<file path="src/rtl/fifo_defs.vh">
// Shared helpers for the fifo_param block: a constant clog2 and
// elaboration-time legality checks on the parameter set.
// Included inside the fifo_param module body so the checks see its parameters.
`ifndef FIFO_DEFS_VH
`define FIFO_DEFS_VH

// Ceiling log2 usable in constant expressions (returns 0 for value <= 1).
function automatic int fifo_clog2(input int value);
  int result;
  result = 0;
  for (int i = 0; i < 31; i++) begin
    if ((1 << i) < value) begin
      result = i + 1;
    end
  end
  return result;
endfunction

// Parameter legality: stop elaboration on an unusable configuration.
if (DATA_WIDTH < 1) begin : g_bad_width
  $error("fifo_param: DATA_WIDTH must be >= 1");
end
if ((DEPTH < 2) || ((DEPTH & (DEPTH - 1)) != 0)) begin : g_bad_depth
  $error("fifo_param: DEPTH must be a power of two and >= 2");
end
if ((AF_THRESH < 1) || (AF_THRESH > DEPTH)) begin : g_bad_af
  $error("fifo_param: AF_THRESH must lie in 1..DEPTH");
end
if ((AE_THRESH < 0) || (AE_THRESH > DEPTH - 1)) begin : g_bad_ae
  $error("fifo_param: AE_THRESH must lie in 0..DEPTH-1");
end
if ((SHOW_AHEAD != 0) && (SHOW_AHEAD != 1)) begin : g_bad_mode
  $error("fifo_param: SHOW_AHEAD must be 0 or 1");
end

`endif

</file>
<file path="src/rtl/fifo_param_pkg.sv">
// Shared types for the fifo_param block: the per-cycle operation encoding
// used to update occupancy.
package fifo_param_pkg;

  // What the FIFO actually does on a clock edge, after acceptance rules.
  typedef enum logic [1:0] {
    OP_IDLE  = 2'd0,
    OP_READ  = 2'd1,
    OP_WRITE = 2'd2,
    OP_BOTH  = 2'd3
  } fifo_op_e;

  // Collapse accepted write/read strobes into a single operation code.
  function automatic fifo_op_e fifo_op(input logic wr_ok, input logic rd_ok);
    return fifo_op_e'({wr_ok, rd_ok});
  endfunction

endpackage

</file>
<file path="src/rtl/fifo_mem.sv">
// Storage array for fifo_param: one synchronous write port, one
// asynchronous read port, no reset (contents are don't-care until written).
module fifo_mem
  import fifo_param_pkg::*;
#(
  parameter int DATA_WIDTH = 8,
  parameter int DEPTH      = 8,
  parameter int ADDR_W     = 3
) (
  input  logic                  clk,
  input  logic                  we,
  input  logic [ADDR_W-1:0]     waddr,
  input  logic [DATA_WIDTH-1:0] wdata,
  input  logic [ADDR_W-1:0]     raddr,
  output logic [DATA_WIDTH-1:0] rdata
);

  logic [DATA_WIDTH-1:0] mem [DEPTH];

  // Store the incoming word at the write address on an accepted write.
  always_ff @(posedge clk) begin
    if (we) begin
      mem[waddr] <= wdata;
    end
  end

  // Head-of-queue data is presented without a clock so the controller can
  // either register it or pass it straight through.
  assign rdata = mem[raddr];

endmodule

</file>
<file path="src/rtl/fifo_param.sv">
// Parameterised synchronous FIFO: pointers, occupancy, status/error flags
// and the output stage. Storage lives in fifo_mem.
module fifo_param
  import fifo_param_pkg::*;
#(
  parameter int DATA_WIDTH = 8,
  parameter int DEPTH      = 8,
  parameter int AF_THRESH  = DEPTH - 2,
  parameter int AE_THRESH  = 2,
  parameter int SHOW_AHEAD = 0
) (
  input  logic                    clk,
  input  logic                    reset,
  input  logic                    flush,
  input  logic                    wr_en,
  input  logic [DATA_WIDTH-1:0]   data_in,
  input  logic                    rd_en,
  output logic [DATA_WIDTH-1:0]   data_out,
  output logic                    full,
  output logic                    empty,
  output logic                    almost_full,
  output logic                    almost_empty,
  output logic [$clog2(DEPTH):0]  count,
  output logic                    overflow,
  output logic                    underflow
);

  `include "fifo_defs.vh"

  localparam int PTR_W = fifo_clog2(DEPTH);
  localparam int CNT_W = PTR_W + 1;

  localparam logic [CNT_W-1:0] DEPTH_LVL = CNT_W'(DEPTH);
  localparam logic [CNT_W-1:0] AF_LVL    = CNT_W'(AF_THRESH);
  localparam logic [CNT_W-1:0] AE_LVL    = CNT_W'(AE_THRESH);

  logic [PTR_W-1:0]      wr_ptr_reg;
  logic [PTR_W-1:0]      rd_ptr_reg;
  logic [CNT_W-1:0]      count_reg;
  logic [CNT_W-1:0]      count_next;
  logic                  full_reg;
  logic                  empty_reg;
  logic                  almost_full_reg;
  logic                  almost_empty_reg;
  logic                  overflow_reg;
  logic                  underflow_reg;

  logic                  wr_ok;
  logic                  rd_ok;
  logic                  ovf_hit;
  logic                  unf_hit;
  fifo_op_e              op;
  logic [DATA_WIDTH-1:0] mem_rdata;

  fifo_mem #(
    .DATA_WIDTH (DATA_WIDTH),
    .DEPTH      (DEPTH),
    .ADDR_W     (PTR_W)
  ) u_mem (
    .clk   (clk),
    .we    (wr_ok),
    .waddr (wr_ptr_reg),
    .wdata (data_in),
    .raddr (rd_ptr_reg),
    .rdata (mem_rdata)
  );

  // Acceptance rules: flush wins over everything; a read frees a slot so a
  // write into a full FIFO is still taken when a read happens alongside it.
  always_comb begin
    rd_ok   = 1'b0;
    wr_ok   = 1'b0;
    ovf_hit = 1'b0;
    unf_hit = 1'b0;
    if (!flush) begin
      rd_ok   = rd_en && !empty_reg;
      wr_ok   = wr_en && (!full_reg || rd_ok);
      ovf_hit = wr_en && !wr_ok;
      unf_hit = rd_en && empty_reg;
    end
  end

  // Next occupancy from the accepted operation; flush empties the FIFO.
  always_comb begin
    op         = fifo_op(wr_ok, rd_ok);
    count_next = count_reg;
    if (flush) begin
      count_next = '0;
    end else begin
      case (op)
        OP_WRITE: count_next = count_reg + CNT_W'(1);
        OP_READ:  count_next = count_reg - CNT_W'(1);
        default:  count_next = count_reg;
      endcase
    end
  end

  // Pointer update; natural binary wrap works because DEPTH is a power of two.
  always_ff @(posedge clk or negedge reset) begin
    if (!reset) begin
      wr_ptr_reg <= '0;
      rd_ptr_reg <= '0;
    end else if (flush) begin
      wr_ptr_reg <= '0;
      rd_ptr_reg <= '0;
    end else begin
      if (wr_ok) begin
        wr_ptr_reg <= wr_ptr_reg + PTR_W'(1);
      end
      if (rd_ok) begin
        rd_ptr_reg <= rd_ptr_reg + PTR_W'(1);
      end
    end
  end

  // Occupancy and level flags are all registered from the same next count so
  // they can never disagree with each other.
  always_ff @(posedge clk or negedge reset) begin
    if (!reset) begin
      count_reg        <= '0;
      full_reg         <= 1'b0;
      empty_reg        <= 1'b1;
      almost_full_reg  <= 1'b0;
      almost_empty_reg <= 1'b1;
    end else begin
      count_reg        <= count_next;
      full_reg         <= (count_next == DEPTH_LVL);
      empty_reg        <= (count_next == '0);
      almost_full_reg  <= (count_next >= AF_LVL);
      almost_empty_reg <= (count_next <= AE_LVL);
    end
  end

  // Sticky error flags: set on a rejected request, cleared only by reset/flush.
  always_ff @(posedge clk or negedge reset) begin
    if (!reset) begin
      overflow_reg  <= 1'b0;
      underflow_reg <= 1'b0;
    end else if (flush) begin
      overflow_reg  <= 1'b0;
      underflow_reg <= 1'b0;
    end else begin
      overflow_reg  <= overflow_reg  | ovf_hit;
      underflow_reg <= underflow_reg | unf_hit;
    end
  end

  // Output stage: registered pop data, or show-ahead head with a hold copy
  // so data_out stays stable on the last head while the FIFO is empty.
  if (SHOW_AHEAD == 0) begin : g_reg_out
    logic [DATA_WIDTH-1:0] dout_reg;

    // Capture the head entry on the edge that accepts a read.
    always_ff @(posedge clk or negedge reset) begin
      if (!reset) begin
        dout_reg <= '0;
      end else if (rd_ok) begin
        dout_reg <= mem_rdata;
      end
    end

    assign data_out = dout_reg;
  end else begin : g_fwft
    logic [DATA_WIDTH-1:0] head_hold_reg;

    // Track the current head so it can be replayed once the FIFO drains.
    always_ff @(posedge clk or negedge reset) begin
      if (!reset) begin
        head_hold_reg <= '0;
      end else if (!empty_reg) begin
        head_hold_reg <= mem_rdata;
      end
    end

    assign data_out = empty_reg ? head_hold_reg : mem_rdata;
  end

  assign count        = count_reg;
  assign full         = full_reg;
  assign empty        = empty_reg;
  assign almost_full  = almost_full_reg;
  assign almost_empty = almost_empty_reg;
  assign overflow     = overflow_reg;
  assign underflow    = underflow_reg;

endmodule
</file>
<file path="config.mk">
export PLATFORM = sky130hd
export DESIGN_NAME = fifo_param
export DESIGN_NICKNAME = d
export VERILOG_FILES = /design/src/rtl/fifo_param_pkg.sv /design/src/rtl/fifo_mem.sv /design/src/rtl/fifo_param.sv
export VERILOG_INCLUDE_DIRS = /design/src /design/src/rtl
export SDC_FILE = /design/constraint.sdc
export NUM_CORES = 1
export LEC_CHECK = 0
export CAP_MARGIN = 20
export CORE_MARGIN = 4
export CORE_UTILIZATION = 40
export DETAILED_ROUTE_END_ITERATION = 6
export GPL_TIMING_DRIVEN = 0
export PLACE_DENSITY = 0.6
export SYNTH_ARGS = -nofsm -noshare
export SYNTH_HDL_FRONTEND = slang
export SYNTH_SLANG_ARGS = --single-unit
</file>
<file path="constraint.sdc">
create_clock -name clk -period 2.5 [get_ports clk]
set_input_delay 0.375 -clock clk [delete_from_list [all_inputs] [get_ports clk]]
set_output_delay 0.375 -clock clk [all_outputs]
set_load 0.02 [all_outputs]
</file>
==> impl_metrics.csv <==
group,metric,value,unit
layout,multi_input_area,1140,um2
layout,areaGrowthSynthToFinish,24.0,%
floorplanning,die-width,103,um
synthesis,synth_top_family_by_area,"multiplexers",
clock_tree,cts.path.max_buffers,2,
synthesis,synth_flop_cell,"edfxtp_1",
floorplanning,ios,31,
sta,worst_pin_slew,0.978,ns
layout,layout-drive-gt1-share,0.278,
grt,grt_pass1_vias,1959,
clock_tree,clock-sinks,88,
drt,drtIter0Drc,80,
clock_tree,cts_buffers,9,
synthesis,netlist_area,3600,um2
synthesis,muxShareOfSynthArea,0.128,
grt,grt_max_degree,25,
worst_setup_path,worstRegToRegCells,11,
layout,final.fill_count,713,
synthesis,async_reset_ff_frac,0.273,
worst_setup_path,cp_slowest_cell,"dfstp_2",
floorplanning,rows,34,
worst_setup_path,critPathArrivalTime,2.74,ns
drt,ant_nets,0,
sta,maxSlewViolCount,0,
clock_tree,cts_tree,"done",
sta,min_period,2.45,ns
clock_tree,hold_buffers,0,
synthesis,synth.yosys.warnings,0,
grt,antenna_found_initial,0,
layout,nets,283,
place,gp_congestion,0.713,
worst_setup_path,critPathKind,"reg2reg",
synthesis,synth-adder-area-share,0.0174,
sta,rsz0062_at_grt,"yes",
sta,fin_crit_sh,0.979,
layout,diodes,0,
synthesis,yosysSeqAreaShare,0.701,
synthesis,ys_types,40,
synthesis,synthXorXnorAreaFrac,0.0170,
worst_setup_path,endpoint_kind,"register",
grt,track_usage,0.148,
hold_path,min_path_type,"in2async",
drt,drc_errors,0,
clock_tree,clk_pin_slew,0.09,ns
synthesis,avgSynthCellArea,16.7,um2
synthesis,ys_seq_elements,88,
outcome,status,"completed",
clock_tree,worstSkewPairLatency,0.35,ns
layout,fin_area,4460,um2
place,io_buffers,30,
synthesis,yosys.area_share.simple,0.0664,
place,placed_area,4100,um2
worst_setup_path,cpPeakStageDelay,0.56,ns
layout,regArea,2520,um2
drt,wl_per_cell,18.8,um
clock_tree,h-tree-depth,3,
flow_run,max_cap_violations,0,
synthesis,synth_nets,234,
place,dp_hpwl,4550,um
worst_setup_path,cp_max_fo,5,
grt,grt_overflow_total,0,
drt,viasPerCell,5.16,
worst_setup_path,start_kind,"register",
pwr,ir_drop,0.000322,V
synthesis,synth_cells,216,
floorplanning,initial_core_util,0.413,
floorplanning,die_y,103,um
sta,finClkSkew,0.0111,ns
drt,firstDrtPassIters,4,
clock_tree,clockRootBuffer,"clkbuf_8",
pwr,p_per_area,733,nW/um2
sta,tns,0,ns
sta,setup_viol,0,
grt,grt_pass1_wl,11200,um
layout,largest_reg_flops,64,
floorplanning,core_area,8720,um2
synthesis,synth_edf_count,64,
synthesis,synth-compound-area-share,0.0507,
sta,fmax,408,MHz
sta,slew_headroom,0.346,
worst_setup_path,required,2.79,ns
sta,finalHoldViolations,0,
drt,num_vias,1951,
drt,wirelength,7120,um
worst_setup_path,worstPathCellList,"and2b_2 > o21ai_4 > or2_4 > ha_4 > xor2_1 > ha_2 > a21oi_2 > mux2i_2 > xnor2_2 > buf_4 > a31o_1",
pwr,p_leak,1.56,nW
floorplanning,dieArea,10600,um2
==> path summary, 6_finish.rpt <==
| check | slack, ns | from | endpoint |
|---|---|---|---|
| hold / removal | 0.27 | reset | overflow$_DFF_PN0_ |
| max in group asynchronous | 1.76 | reset | empty$_DFF_PN1_ |
| hold reg to reg | 0.52 | underflow$_DFF_PN0_ | underflow$_DFF_PN0_ |
| setup reg to reg | 0.05 | empty$_DFF_PN1_ | almost_empty$_DFF_PN1_ |
| setup / recovery | 0.05 | empty$_DFF_PN1_ | almost_empty$_DFF_PN1_ |
| min in group clk | 0.51 | rd_en | underflow$_DFF_PN0_ |
==> placed cells by master, fill, tap and decap left out, types with 2 or more instances in the layout <==
master and n:
nor2_2 4, nand2_1 5, a31oi_1 2, nand2b_1 3, clkdlybuf4s50_1 28, xor2_1 5, dfstp_2 2, mux2i_1 9
edfxtp_1 64, inv_6 2, dlygate4sd2_1 2, a31o_1 2, buf_4 11, inv_1 3, nor2_1 25, dfrtp_1 22
a21oi_1 10, ha_1 3, mux4_2 16, a21oi_2 2, clkbuf_1 3, clkbuf_8 11, buf_2 2
==> through the flow <==
step	std cells	setup WS, ns	total power, mW	util	hold slack [ns]
floorplan	216	-0.00868	2.05	-	0.0794
global placement	354	-0.871	2.27	0.469	0.480
detailed placement	354	-0.948	2.28	0.470	0.504
CTS	374	0.000609	3.29	0.501	0.494
global route	378	-0.0964	3.44	0.512	0.263
finish	378	0.0513	3.27	0.512	0.273
==> synth_stat cells (3+ instances only) <==
| master | number | area share |
|---|---|---|
| edfxtp_1 | 64 | 0.53 |
| nor2_1 | 30 | 0.031 |
| dfrtp_1 | 22 | 0.15 |
| mux4_2 | 16 | 0.10 |
| a21oi_1 | 11 | 0.015 |
| mux2i_1 | 10 | 0.028 |
| clkbuf_1 | 5 | 0.0052 |
| ha_1 | 5 | 0.017 |
| nand2_1 | 5 | 0.0052 |
| xor2_1 | 5 | 0.012 |
| buf_2 | 4 | 0.0056 |
| nand2b_1 | 4 | 0.0070 |
| inv_1 | 3 | 0.0031 |
==> power breakdown <==
group	internal, mW	switching (mW)
sequential	1.66	0.0498
clock	0.492	0.503
combinational	0.282	0.287
==> layer usage <==
layer	vias to the layer above	share of wire	GRT usage
met1	978	0.48	0.222
li1	917	-	-
met2	46	0.46	0.211
met3	10	0.041	0.0325
met5	-	0	0
met4	0	0.016	0.0618
==> cells by family after synthesis <==
family / count (synthesis)
simple gates: 50
compound gates: 26
buf+inv: 14
flops: 88
xor+xnor: 7
mux: 26
fa+ha+maj: 5
==> repair_timing <==
| item | 4_1_cts | 5_1_grt |
|---|---|---|
| buffers inserted | 6 | 3 |
| endpoints found under the setup margin | 39 | 28 |
| pin swaps | 4 | 1 |
| cloned | 0 | 0 |
| gates resized for setup | 11 | 11 |
==> critical path, delay by kind of cell (launching register included) <==
family	cells	cell delay [ns]
adders and majority gates	2	0.32
muxes	1	0.28
DFF	1	0.56
AOI/OAI and AO/OA	3	0.40
xor gates and xnor gates	2	0.26
buffers and inverters	1	0.17
and+or+nand+nor	2	0.40
==> cell type report <==
| cell class | count | area share |
|---|---|---|
| buffer | 9 | 0.0137 |
| inverter | 3 | 0.00252 |
| sequential | 88 | 0.566 |
| clock buffer | 10 | 0.0308 |
| timing repair buffer | 40 | 0.0880 |
| tap | 108 | 0.0303 |
| multi-input combinational | 114 | 0.255 |
| clock inverter | 6 | 0.0143 |
No activity file was read; power rests on OpenSTA's default activity.
